### src/rtl/sort9_pkg.sv
// rtl/sort9_pkg.sv - shared types, sizes and packing helper for the sort9 sequencer
package sort9_pkg;

    localparam int N_ELEM      = 9;
    localparam int ELEM_W      = 4;
    localparam int READ_CYCLES = N_ELEM + 1;

    typedef enum logic [2:0] {
        ST_IDLE,
        ST_MEM_READ,
        ST_PROCESSING,
        ST_MEM_WRITE,
        ST_DONE
    } state_t;

    function automatic logic [ELEM_W-1:0] elem(input logic [N_ELEM*ELEM_W-1:0] vec,
                                               input logic [3:0] k);
        logic [5:0] base;
        base = 6'(k) * 6'(ELEM_W);
        return vec[base +: ELEM_W];
    endfunction

endpackage

### src/rtl/sort9_seq_ctrl_if.sv
// rtl/sort9_seq_ctrl_if.sv - single-port synchronous RAM bus between sequencer and memory
interface sort9_seq_ctrl_if #(
    parameter int ADDR_W = 8
) ();
    logic [ADDR_W-1:0] mem_addr;
    logic              mem_rd_en;
    logic              mem_wr_en;
    logic [3:0]        mem_wdata;
    logic [3:0]        mem_rdata;

    modport master (output mem_addr, mem_rd_en, mem_wr_en, mem_wdata, input mem_rdata);
    modport slave  (input mem_addr, mem_rd_en, mem_wr_en, mem_wdata, output mem_rdata);
endinterface

### src/rtl/sort9_regbank.sv
// rtl/sort9_regbank.sv - 9x4 register bank: indexed write, parallel load, parallel read, sync clear
module sort9_regbank
    import sort9_pkg::*;
(
    input  logic                     clk,
    input  logic                     rst,
    input  logic                     clr,
    input  logic                     wr_en,
    input  logic [3:0]               wr_idx,
    input  logic [ELEM_W-1:0]        wr_data,
    input  logic                     ld_en,
    input  logic [N_ELEM*ELEM_W-1:0] ld_data,
    output logic [N_ELEM*ELEM_W-1:0] rd_data
);
    logic [5:0] wr_base;

    assign wr_base = 6'(wr_idx) * 6'(ELEM_W);

    always_ff @(posedge clk) begin
        if (!rst || clr) begin
            rd_data <= '0;
        end else if (ld_en) begin
            rd_data <= ld_data;
        end else if (wr_en && (wr_idx < 4'(N_ELEM))) begin
            rd_data[wr_base +: ELEM_W] <= wr_data;
        end
    end

endmodule

### src/rtl/sort9_seq_ctrl.sv
// rtl/sort9_seq_ctrl.sv - sort9 job sequencer: RAM read, sorter handoff, write-back; SORT9_ORDER_CHECK_EN adds order_err
module sort9_seq_ctrl
    import sort9_pkg::*;
#(
    parameter int ADDR_W      = 8,
    parameter int PROC_CYCLES = 1
) (
    input  logic                     clk,
    input  logic                     rst,
    input  logic                     start,
    input  logic [ADDR_W-1:0]        src_base,
    input  logic [ADDR_W-1:0]        dst_base,
    output logic                     busy,
    output logic                     done,
    sort9_seq_ctrl_if.master         mem,
    output logic [N_ELEM*ELEM_W-1:0] sort_in,
    input  logic [N_ELEM*ELEM_W-1:0] sort_out
`ifdef SORT9_ORDER_CHECK_EN
    ,
    output logic                     order_err
`endif
);
    state_t                   state, state_n;
    logic [3:0]               idx, idx_n;
    logic [3:0]               pcnt, pcnt_n;
    logic [ADDR_W-1:0]        src_q, dst_q;
    logic                     rd_vld;
    logic                     accept;
    logic                     capture;
    logic [N_ELEM*ELEM_W-1:0] result;

    always_ff @(posedge clk) begin
        if (!rst) begin
            state  <= ST_IDLE;
            idx    <= '0;
            pcnt   <= '0;
            src_q  <= '0;
            dst_q  <= '0;
            rd_vld <= 1'b0;
        end else begin
            state  <= state_n;
            idx    <= idx_n;
            pcnt   <= pcnt_n;
            rd_vld <= mem.mem_rd_en;
            if (accept) begin
                src_q <= src_base;
                dst_q <= dst_base;
            end
        end
    end

    always_comb begin
        state_n       = state;
        idx_n         = idx;
        pcnt_n        = pcnt;
        accept        = 1'b0;
        capture       = 1'b0;
        busy          = (state != ST_IDLE);
        done          = 1'b0;
        mem.mem_addr  = '0;
        mem.mem_rd_en = 1'b0;
        mem.mem_wr_en = 1'b0;
        mem.mem_wdata = '0;
        case (state)
            ST_IDLE: begin
                if (start) begin
                    accept  = 1'b1;
                    idx_n   = '0;
                    pcnt_n  = '0;
                    state_n = ST_MEM_READ;
                end
            end
            ST_MEM_READ: begin
                // extra tail cycle lets the last read word land via rd_vld
                if (idx < 4'(N_ELEM)) begin
                    mem.mem_rd_en = 1'b1;
                    mem.mem_addr  = src_q + ADDR_W'(idx);
                end
                if (idx == 4'(READ_CYCLES - 1)) begin
                    idx_n   = '0;
                    state_n = ST_PROCESSING;
                end else begin
                    idx_n = idx + 4'd1;
                end
            end
            ST_PROCESSING: begin
                if (pcnt == 4'(PROC_CYCLES - 1)) begin
                    capture = 1'b1;
                    pcnt_n  = '0;
                    state_n = ST_MEM_WRITE;
                end else begin
                    pcnt_n = pcnt + 4'd1;
                end
            end
            ST_MEM_WRITE: begin
                mem.mem_wr_en = 1'b1;
                mem.mem_addr  = dst_q + ADDR_W'(idx);
                mem.mem_wdata = elem(result, idx);
                if (idx == 4'(N_ELEM - 1)) begin
                    idx_n   = '0;
                    state_n = ST_DONE;
                end else begin
                    idx_n = idx + 4'd1;
                end
            end
            ST_DONE: begin
                done    = 1'b1;
                state_n = ST_IDLE;
            end
            default: state_n = ST_IDLE;
        endcase
    end

    sort9_regbank u_operands (
        .clk     (clk),
        .rst     (rst),
        .clr     (accept),
        .wr_en   (rd_vld),
        .wr_idx  (idx - 4'd1),
        .wr_data (mem.mem_rdata),
        .ld_en   (1'b0),
        .ld_data ('0),
        .rd_data (sort_in)
    );

    sort9_regbank u_results (
        .clk     (clk),
        .rst     (rst),
        .clr     (1'b0),
        .wr_en   (1'b0),
        .wr_idx  (4'd0),
        .wr_data ('0),
        .ld_en   (capture),
        .ld_data (sort_out),
        .rd_data (result)
    );

`ifdef SORT9_ORDER_CHECK_EN
    logic order_bad;

    always_comb begin
        order_bad = 1'b0;
        for (int k = 0; k < N_ELEM - 1; k++) begin
            if (elem(sort_out, 4'(k)) > elem(sort_out, 4'(k + 1))) begin
                order_bad = 1'b1;
            end
        end
    end

    always_ff @(posedge clk) begin
        if (!rst) begin
            order_err <= 1'b0;
        end else if (accept) begin
            order_err <= 1'b0;
        end else if (capture && order_bad) begin
            order_err <= 1'b1;
        end
    end
`endif

endmodule

### src/flat_wrapper.sv
// flat-port wrapper written by rule: the top's interface ports become plain ports
module sort9_seq_ctrl_flat import sort9_pkg::*;
#(
    parameter int ADDR_W      = 8,
    parameter int PROC_CYCLES = 1
)
  (clk, rst, start, src_base, dst_base, busy, done, sort_in, sort_out, mem_mem_addr, mem_mem_rd_en, mem_mem_wr_en, mem_mem_wdata, mem_mem_rdata);
  sort9_seq_ctrl_if #(.ADDR_W(ADDR_W)) mem_i ();
  input  logic clk;
  input  logic rst;
  input  logic start;
  input  logic [ADDR_W-1:0] src_base;
  input  logic [ADDR_W-1:0] dst_base;
  output logic busy;
  output logic done;
  output logic [N_ELEM*ELEM_W-1:0] sort_in;
  input  logic [N_ELEM*ELEM_W-1:0] sort_out;
  output wire logic [$bits(mem_i.mem_addr)-1:0] mem_mem_addr;
  output wire logic [$bits(mem_i.mem_rd_en)-1:0] mem_mem_rd_en;
  output wire logic [$bits(mem_i.mem_wr_en)-1:0] mem_mem_wr_en;
  output wire logic [$bits(mem_i.mem_wdata)-1:0] mem_mem_wdata;
  input wire logic [$bits(mem_i.mem_rdata)-1:0] mem_mem_rdata;
  assign mem_mem_addr = mem_i.mem_addr;
  assign mem_mem_rd_en = mem_i.mem_rd_en;
  assign mem_mem_wr_en = mem_i.mem_wr_en;
  assign mem_mem_wdata = mem_i.mem_wdata;
  assign mem_i.mem_rdata = mem_mem_rdata;
  sort9_seq_ctrl #(.ADDR_W(ADDR_W), .PROC_CYCLES(PROC_CYCLES)) u_core (.clk(clk), .rst(rst), .start(start), .src_base(src_base), .dst_base(dst_base), .busy(busy), .done(done), .mem(mem_i), .sort_in(sort_in), .sort_out(sort_out));
endmodule
### config.mk
export PLATFORM = sky130hd
export DESIGN_NAME = sort9_seq_ctrl_flat
export DESIGN_NICKNAME = d
export VERILOG_FILES = /design/src/rtl/sort9_pkg.sv /design/src/rtl/sort9_seq_ctrl_if.sv /design/src/rtl/sort9_regbank.sv /design/src/rtl/sort9_seq_ctrl.sv /design/src/flat_wrapper.sv
export SDC_FILE = /design/constraint.sdc
export NUM_CORES = 1
export LEC_CHECK = 0
export ABC_AREA = 1
export CAP_MARGIN = 20
export CORE_ASPECT_RATIO = 1.4
export CORE_MARGIN = 10
export CORE_UTILIZATION = 40
export CTS_CLUSTER_SIZE = 25
export DETAILED_ROUTE_END_ITERATION = 8
export HOLD_SLACK_MARGIN = 0.15
export PLACE_DENSITY = 0.72
export SETUP_SLACK_MARGIN = 0.3
export SLEW_MARGIN = 25
export SYNTH_ARGS = -nofsm -noshare
export SYNTH_HDL_FRONTEND = slang
export SYNTH_SLANG_ARGS = --single-unit
### constraint.sdc
create_clock -name clk -period 3.45 [get_ports clk]
set_clock_uncertainty 0.15 [all_clocks]
set_input_delay 0.345 -clock clk [delete_from_list [all_inputs] [get_ports clk]]
set_output_delay 0.345 -clock clk [all_outputs]
set_load 0.02 [all_outputs]
# Word level (Yosys, flattened, before mapping)
# Cells that the tools add are included.
[word_totals]
output_inout_bits = 52
wordCells = 63
ff_bits = 100
[classes]
n_mux = 23
add_sub_neg = 6
shifts = 3
order_cmp = 2
n_eq_ne = 10
reduce_logical = 11
[ops]
columns = ["operator", "n"]
rows = [
  ["$bwmux W36", 1],
  ["$shift A4 B8 Y36 const A", 1],
  ["$shiftx A36 B7 Y4", 1],
  ["$shiftx A4 B8 Y36", 1],
  ["$mux W4", 5],
  ["$add A8 B4 Y8", 2],
  ["$pmux W8 S2", 1],
  ["$mux W3", 4],
  ["$pmux W3 S4", 1],
  ["$pmux W4 S3", 1],
  ["$add A4 B1 Y4 const B", 2],
  ["$eq A4 B4 Y1 const B", 2],
  ["$lt A4 B4 Y1 const B", 2],
  ["$mux W1", 8],
  ["$mux W8", 1],
  ["$neg A6 Y8", 1],
  ["$pmux W4 S2", 1],
  ["$eq A3 B2 Y1 const B", 2],
  ["$ne A2 B1 Y1 const B", 3],
  ["$reduce_bool A3 Y1", 2],
  ["$logic_not A4 Y1", 1],
  ["$reduce_and A2 Y1", 2],
  ["$reduce_and A4 Y1", 1],
  ["$sub A4 B1 Y4 const B", 1],
  ["8 further kinds", 8],
]

# Longest topological paths before layout
# Gate-level depths: netlist of the first run.
[logic_depth]
ltp_word = 4
mapped_depth = 16

# By module
# A second synthesis of the first run with hierarchy kept.
[unflattened]
cells_unflattened = 1133
hier_area_um2 = 6989.2
[modules_own_cells]
columns = ["mod", "cells_per_inst", "instances", "area_per_inst_um2"]
rows = [
  ["sort9_regbank (u_core.u_results)", 407, 1, 2482.4],
  ["sort9_seq_ctrl", 372, 1, 2278.4],
  ["sort9_regbank (u_core.u_operands)", 354, 1, 2228.4],
]

# Worst setup path after synthesis of the first run
# OpenSTA, ideal clock, no wires.
[synth_timing]
path_type = "register -> output"
from = "reg u_core.idx[0]"
to = "out mem_mem_addr[6]"
stages_incl_launch_ff = 9
t_arrival_ns = 2.000
n_path_buf = 0
path_slack_ns = 0.955
required_time_ns = 2.955
path_cell_list = "dfxtp_1 > ha_1 > inv_1 > fa_1 > o21ai_0 > nand2_1 > o21ai_0 > nand2_1 > o22ai_1"
[synth_via]
elab_chain_cells = 3
word_cells_on_any_way = 5
classes_between = "add/sub: 2; order compare: 1; mux: 2"
[synth_rtl]
columns = ["element", "line", "source"]
rows = [
  ["start: declaration", "sort9_seq_ctrl.sv:24", "logic [3:0] idx, idx_n;"],
  ["start signal: assignment", "sort9_seq_ctrl.sv:42", "idx <= idx_n;"],
  ["$add A8 B4 Y8 or $lt A4 B4 Y1 (tied branches)", "sort9_seq_ctrl.sv:77, sort9_seq_ctrl.sv:75", ""],
  ["$mux W8", "sort9_seq_ctrl.sv:75", "if (idx < 4'(N_ELEM)) begin"],
  ["$pmux W8 S2 (*)", "sort9_seq_ctrl.sv:64", "case (state)"],
  ["end: declaration", "flat_wrapper.sv:18", "output wire logic [$bits(mem_i.mem_addr)-1:0] mem_mem_addr;"],
]
# Every way passes the cells marked *; elsewhere a longest branch is shown, timed or not.

# Worst setup path in the final report of the first run
[layout_timing]
from = "reg u_core.idx[0]"
to = "out mem_mem_addr[0]"
# Same word-level chain as after synthesis.

==> impl_metrics.yaml, run 1 <==
logic_synthesis:
  avgSynthCellArea_um2: 6.93
  syn-num-nets: 805
  synth_edf_count: 0
  synth_cell_type_count: 36
  syn_area_mm2: 0.00502
  syn-instance-count: 724
  ys_warn_count: 0
  synthArstFlopShare_pct: 0
  ys_ff_latch: 100
  ys.flop_type: "dfxtp_1"
  yosysSeqAreaShare_pct: 39.9
pwr:
  pwr-share-clk_pct: 28.4
  pwr_density_cell_mw_per_mm2: 625
  combPwrFrac_pct: 36.5
  power_leakage_uw: 0.00275
  power.switching_uw: 1550
  irDropWorstVdd_v: 0.000310
  swShare_pct: 37.8
  p_seq_share_pct: 35.2
  internal_power_uw: 2550
  design_power_total_uw: 4100
timing:
  hold_viol_final: 0
  max_freq_ghz: 0.330
  finalCritPeriodShare_pct: 87.7
  tightest_slew_ns: 0.907
  finalCriticalPeriod_ns: 3.03
  rsz0062_at_grt: "no"
  setup_viol: 0
  maxSlewViolCount: 0
  totalNegativeSetupSlack_ns: 0
  slew_headroom_pct: 39.2
critical_path:
  critical_path.startpoint_type: "flop"
  arrival_ns: 2.53
  r2r_slack_ns: 0.80
  crit_top_cell: "nand2_1"
  path_cells: "buf_6 -> inv_2 -> ha_1 -> nand2_1 -> nand2_1 -> nand2_1 -> inv_2 -> a22o_1 -> clkdlybuf4s50_1"
  slowest_stage: "clkdlybuf4s50_1"
  cp.required_ns: 2.95
  max_stage_delay_ns: 0.54
  end_kind: "output pin"
  crit_path_max_fanout: 28
  criticalPathCategory: "reg -> out"
global_route:
  grt_max_degree: 37
  first_global_vias: 4776
  grt_pass1_wl_mm: 22.2
  met1_usage_pct: 17.4
  grtUsageTotal_pct: 15.3
  antenna_found_initial: 0
  grt-ovfl-total: 0
  grt.met3_usage_pct: 2.52
  top_usage_layer: "met2"
  grt_util_met2_pct: 26.7
place:
  port_buffers: 110
  gp_congestion: 0.873
  post-dp-hpwl_mm: 10.4
  place_area_mm2: 0.00620
  post-place-cells: 960
floorplanning:
  dieArea_mm2: 0.0175
  io_pins: 111
  rows: 48
  fp.dieH_um: 153
  initial_core_util_pct: 40.8
  die_x_um: 115
  core_mm2: 0.0123
cts:
  hold_buffers: 0
  cts_buffers: 9
  cts_max_level: 3
  clock-sinks: 100
  clkTransAtPathRegs_ns: 0.07
  cts_tree: "done"
  worstSkewPairLatency_ns: 0.35
  cts-root-buf: "clkbuf_16"
  clockBufferDepth: 2
  post-cts-setup-buffers: 0
routing:
  via_per_inst: 5.03
  wl_per_cell_um: 14.1
  drc: 0
  drt_first_iter_violations: 194
  ant_nets: 0
  wl_mm: 13.7
  drtPass1Iterations: 4
  vias: 4908
final_layout:
  nNetsFinal: 902
  syn_to_final_growth_pct: 30.8
  fin_area_mm2: 0.00656
  fin_cells: 976
  diodes: 0
  drive_gt1_share_pct: 6.54
status:
  status: "finished, final reports clean"
job:
  drv_cap: 0
min_path:
  min_path_type: "reg -> reg"
-- power by group through the flow --
stage / clock network (µW) / logic [µW] / registers (µW)
final: 1160 / 1500 / 1440
after global routing: 1230 / 1680 / 1460
after detailed placement: 0 / 1490 / 1460
after floorplan: 0 / 1060 / 1450
after global placement: 0 / 1480 / 1460
after CTS: 1180 / 1500 / 1440
-- synthesized netlist by cell type, types with 2 or more instances --
cell        n  area share [%]
o221ai_1    4            0.70
buf_6       2            0.45
inv_2       8            0.60
nor2_2      4            0.50
dfxtp_1   100              40
ha_1       20             5.0
nand2_1   122             9.1
nand4_1     4            0.50
o22ai_1     5            0.62
a21oi_1    55             5.5
nor3_1      3            0.30
nand3_1    52             5.2
nor3_2      3            0.60
nand2_2     3            0.37
nand3_2     3            0.60
fa_1        2            0.80
o211ai_1    4            0.60
buf_2       3            0.30
nor2_1    163              12
inv_1      43             3.2
xor2_1      2            0.35
nor2_4      3            0.67
buf_4       8             1.2
clkbuf_1   19             1.4
o21ai_0    78             7.8
-- flip-flops by register name (all words and copies together), names as in the netlist --
register and count:
u_core.dst_q 8, u_core.pcnt 4, u_core.src_q 8, u_core.idx 4, u_core.u_results.rd_data 36, u_core.state 3, u_core.u_operands.rd_data 36, u_core.rd_vld 1
-- through the flow --
step           utilization, %  setup slack (ns)  hold slack, ns
6_report                 53.3             0.424           0.323
5_1_grt                  53.3             0.311           0.350
4_1_cts                  53.2             0.309           0.324
3_5_place_dp             50.4             0.573           0.310
3_3_place_gp             50.4             0.611           0.312
2_1_floorplan               -             0.955           0.289
-- critical path, delay by kind of cell (launching register included) --
family,cells,cell delay (ns)
AO/OA/AOI/OAI,1,0.21
adder cells (fa/ha/maj),1,0.25
buffers and inverters,4,1.00
flip-flops,1,0.37
AND/OR/NAND/NOR,3,0.33
-- layer usage --
metal | routed length [µm] | part of all wire, % | vias up
li1 | - | - | 2565
met1 | 5670 | 41 | 2209
met2 | 7070 | 51 | 116
met3 | 690 | 5.0 | 18
met4 | 305 | 2.2 | 0
met5 | 0 | 0 | -
-- final cells by class --
class	count	area (µm²)
Clock buffer	9	225
Clock inverter	7	120
Fill cell	1243	5750
Inverter	52	195
Multi-Input combinational cell	539	2650
Sequential cell	100	2010
Tap cell	150	188
Timing Repair Buffer	119	1180
-- final timing paths --
path         cells past startpoint                       endpoint       startpoint
max                              9                mem_mem_addr[0]    u_core.idx[0]
min                              2                u_core.dst_q[0]  u_core.dst_q[0]
max reg2reg                     13  u_core.u_operands.rd_data[23]    u_core.idx[0]
min reg2reg                      2                u_core.dst_q[0]  u_core.dst_q[0]
-- repair_timing --
action,CTS,global route
resized for setup,3,7
setup endpoints to repair,4,5
hold endpoints to repair,0,0
-- cell families after synthesis --
group	synth area share, %
adder cells (fa/ha/maj)	5.78
XOR/XNOR	0.524
flip-flops	39.9
buffers and inverters	7.33
AO/OA/AOI/OAI	15.9
AND/OR/NAND/NOR	30.6
-- layout by cell type, fill, tap and decap left out, drive strengths merged, types with 2 or more instances in the layout --
cell / count
o221ai: 4
nand2: 126
a21oi: 55
clkinv: 2
dlygate4sd2: 2
ha: 20
o211ai: 4
o22ai: 5
clkbuf: 9
nor3: 6
dlymetal6s2s: 3
nor2: 170
bufinv: 3
buf: 9
inv: 53
xor2: 2
fa: 2
nand4: 4
o21ai: 79
nand3: 55
dfxtp: 100
clkdlybuf4s50: 105
(Power assumes the default switching activity.)
==> run 2, diff against run 1 <==
- RECOVER_POWER: default -> 25
==> run 2 against run 1 <==
  * Power about the same
  * Register-to-register slack about the same
  * Die area unchanged
  * Maximum frequency increased by 0.13%
  * Critical path type unchanged
  * Routed wire length increased by 0.12%
  * Count of clock-buffer cells in the layout unchanged
  * Clock power about the same
  * Sequential share of layout area about the same
==> impl_metrics.yaml, run 2 (synthesis gave the netlist of run 1 again) <==
timing:
  max_freq_ghz: 0.331
  hold_viol_final: 0
  setup_viol: 0
  rsz0062_at_grt: "no"
  finalCritPeriodShare_pct: 87.6
  tightest_slew_ns: 1.07
  maxSlewViolCount: 0
  totalNegativeSetupSlack_ns: 0
  finalCriticalPeriod_ns: 3.02
  slew_headroom_pct: 28.5
global_route:
  antenna_found_initial: 0
  grt_pass1_wl_mm: 22.2
  first_global_vias: 4776
  grt-ovfl-total: 0
  grtUsageTotal_pct: 15.3
  grt_max_degree: 37
cts:
  cts-root-buf: "clkbuf_16"
  clockBufferDepth: 2
  clkTransAtPathRegs_ns: 0.07
  cts_max_level: 3
  post-cts-setup-buffers: 0
  cts_buffers: 9
  cts_tree: "done"
  clock-sinks: 100
  worstSkewPairLatency_ns: 0.35
final_layout:
  n_fill_cell: 1245
  nNetsFinal: 902
  drive_gt1_share_pct: 6.42
  syn_to_final_growth_pct: 30.7
  diodes: 0
  layout_commonest_cell: "nor2_1"
  top_regs: "u_core.u_operands.rd_data: 36 flops, u_core.u_results.rd_data: 36 flops"
  final_cell_mix: "nor2_1, nand2_1, dfxtp_1, clkdlybuf4s50_1, o21ai_0"
routing:
  vias: 4912
  drtPass1Iterations: 4
  via_per_inst: 5.03
  wl_mm: 13.7
  drc: 0
  drt_first_iter_violations: 199
  wl_per_cell_um: 14.1
  ant_nets: 0
critical_path:
  end_kind: "output pin"
  arrival_ns: 2.53
  crit_path_max_fanout: 28
  critical_path.startpoint_type: "flop"
  cp.required_ns: 2.95
  criticalPathCategory: "reg -> out"
pwr:
  swShare_pct: 37.9
  p_seq_share_pct: 35.2
  internal_power_uw: 2550
  pwr_density_cell_mw_per_mm2: 625
  pwr-share-clk_pct: 28.4
  irDropWorstVdd_v: 0.000310
  power.switching_uw: 1550
  power_leakage_uw: 0.00282
  design_power_total_uw: 4100
  combPwrFrac_pct: 36.4
place:
  gp_congestion: 0.873
  post-dp-hpwl_mm: 10.4
  port_buffers: 110
floorplanning:
  fp.dieH_um: 153
  rows: 48
  io_pins: 111
  dieArea_mm2: 0.0175
  die_x_um: 115
  initial_core_util_pct: 40.8
  core_mm2: 0.0123
min_path:
  min_path_type: "reg -> reg"
status:
  status: "finished, final reports clean"
job:
  drv_cap: 0
run 2: changes by cell type in the layout (fill, tap and decap cells not counted):
cell | before | now
buf_4 | 8 | 7
clkdlybuf4s50_1 | 105 | 84
clkbuf_1 | 0 | 1
dlygate4sd3_1 | 0 | 21
run 2: path summary, 6_finish.rpt:
path	slack, ns	startpoint	end	cells after the start
setup / recovery	0.43	u_core.idx[0]	mem_mem_addr[0]	9
hold / removal	0.32	u_core.dst_q[0]	u_core.dst_q[0]	2
setup reg to reg	0.79	u_core.idx[0]	u_core.u_operands.rd_data[23]	13
hold reg to reg	0.32	u_core.dst_q[0]	u_core.dst_q[0]	2
run 2: layer usage:
| layer | track usage (%) | share of wire (%) |
|---|---|---|
| met2 | 26.7 | 52 |
| met4 | 7.00 | 1.9 |
| met1 | 17.4 | 42 |
| met3 | 2.52 | 4.6 |
| met5 | 0 | 0 |
run 2: power by group through the flow:
stage / Combinational, µW / Sequential, µW / Clock [µW]
2_1_floorplan: 1060 / 1450 / 0
3_3_place_gp: 1480 / 1460 / 0
3_5_place_dp: 1490 / 1460 / 0
4_1_cts: 1500 / 1440 / 1180
5_1_grt: 1680 / 1460 / 1230
6_report: 1490 / 1440 / 1160
run 2: cell type report:
class                      instances  area [µm²]  area share [%]
clock inverter                     7         120            1.83
clock buffer                       9         225            3.43
tap                              150         188            2.86
multi-input combinational        539        2650            40.4
sequential                       100        2010            30.6
timing repair buffer             119        1170            17.9
inverter                          52         195            2.98
run 2: metrics by stage:
stage	instances	setup WS [ns]	cell area (µm²)	hold WS, ns	util, %
after floorplan	724	0.955	5020	0.289	-
after CTS	976	0.309	6550	0.324	53.2
after global placement	960	0.611	6200	0.312	50.4
after global routing	976	0.311	6560	0.350	53.3
final	976	0.428	6560	0.323	53.3
after detailed placement	960	0.573	6200	0.310	50.4
run 2: critical path, cell delays in order, from the launching register on:
cell and delay (ns):
dfxtp_1 0.37, buf_6 0.24, inv_2 0.11, ha_1 0.25, nand2_1 0.10, nand2_1 0.05
nand2_1 0.18, inv_2 0.11, a22o_1 0.21, clkdlybuf4s50_1 0.54
run 2: timing repair:
action	CTS	global route
hold buffers	0	0
setup endpoints to repair	4	5
gates resized for setup	3	7
cloned	0	0
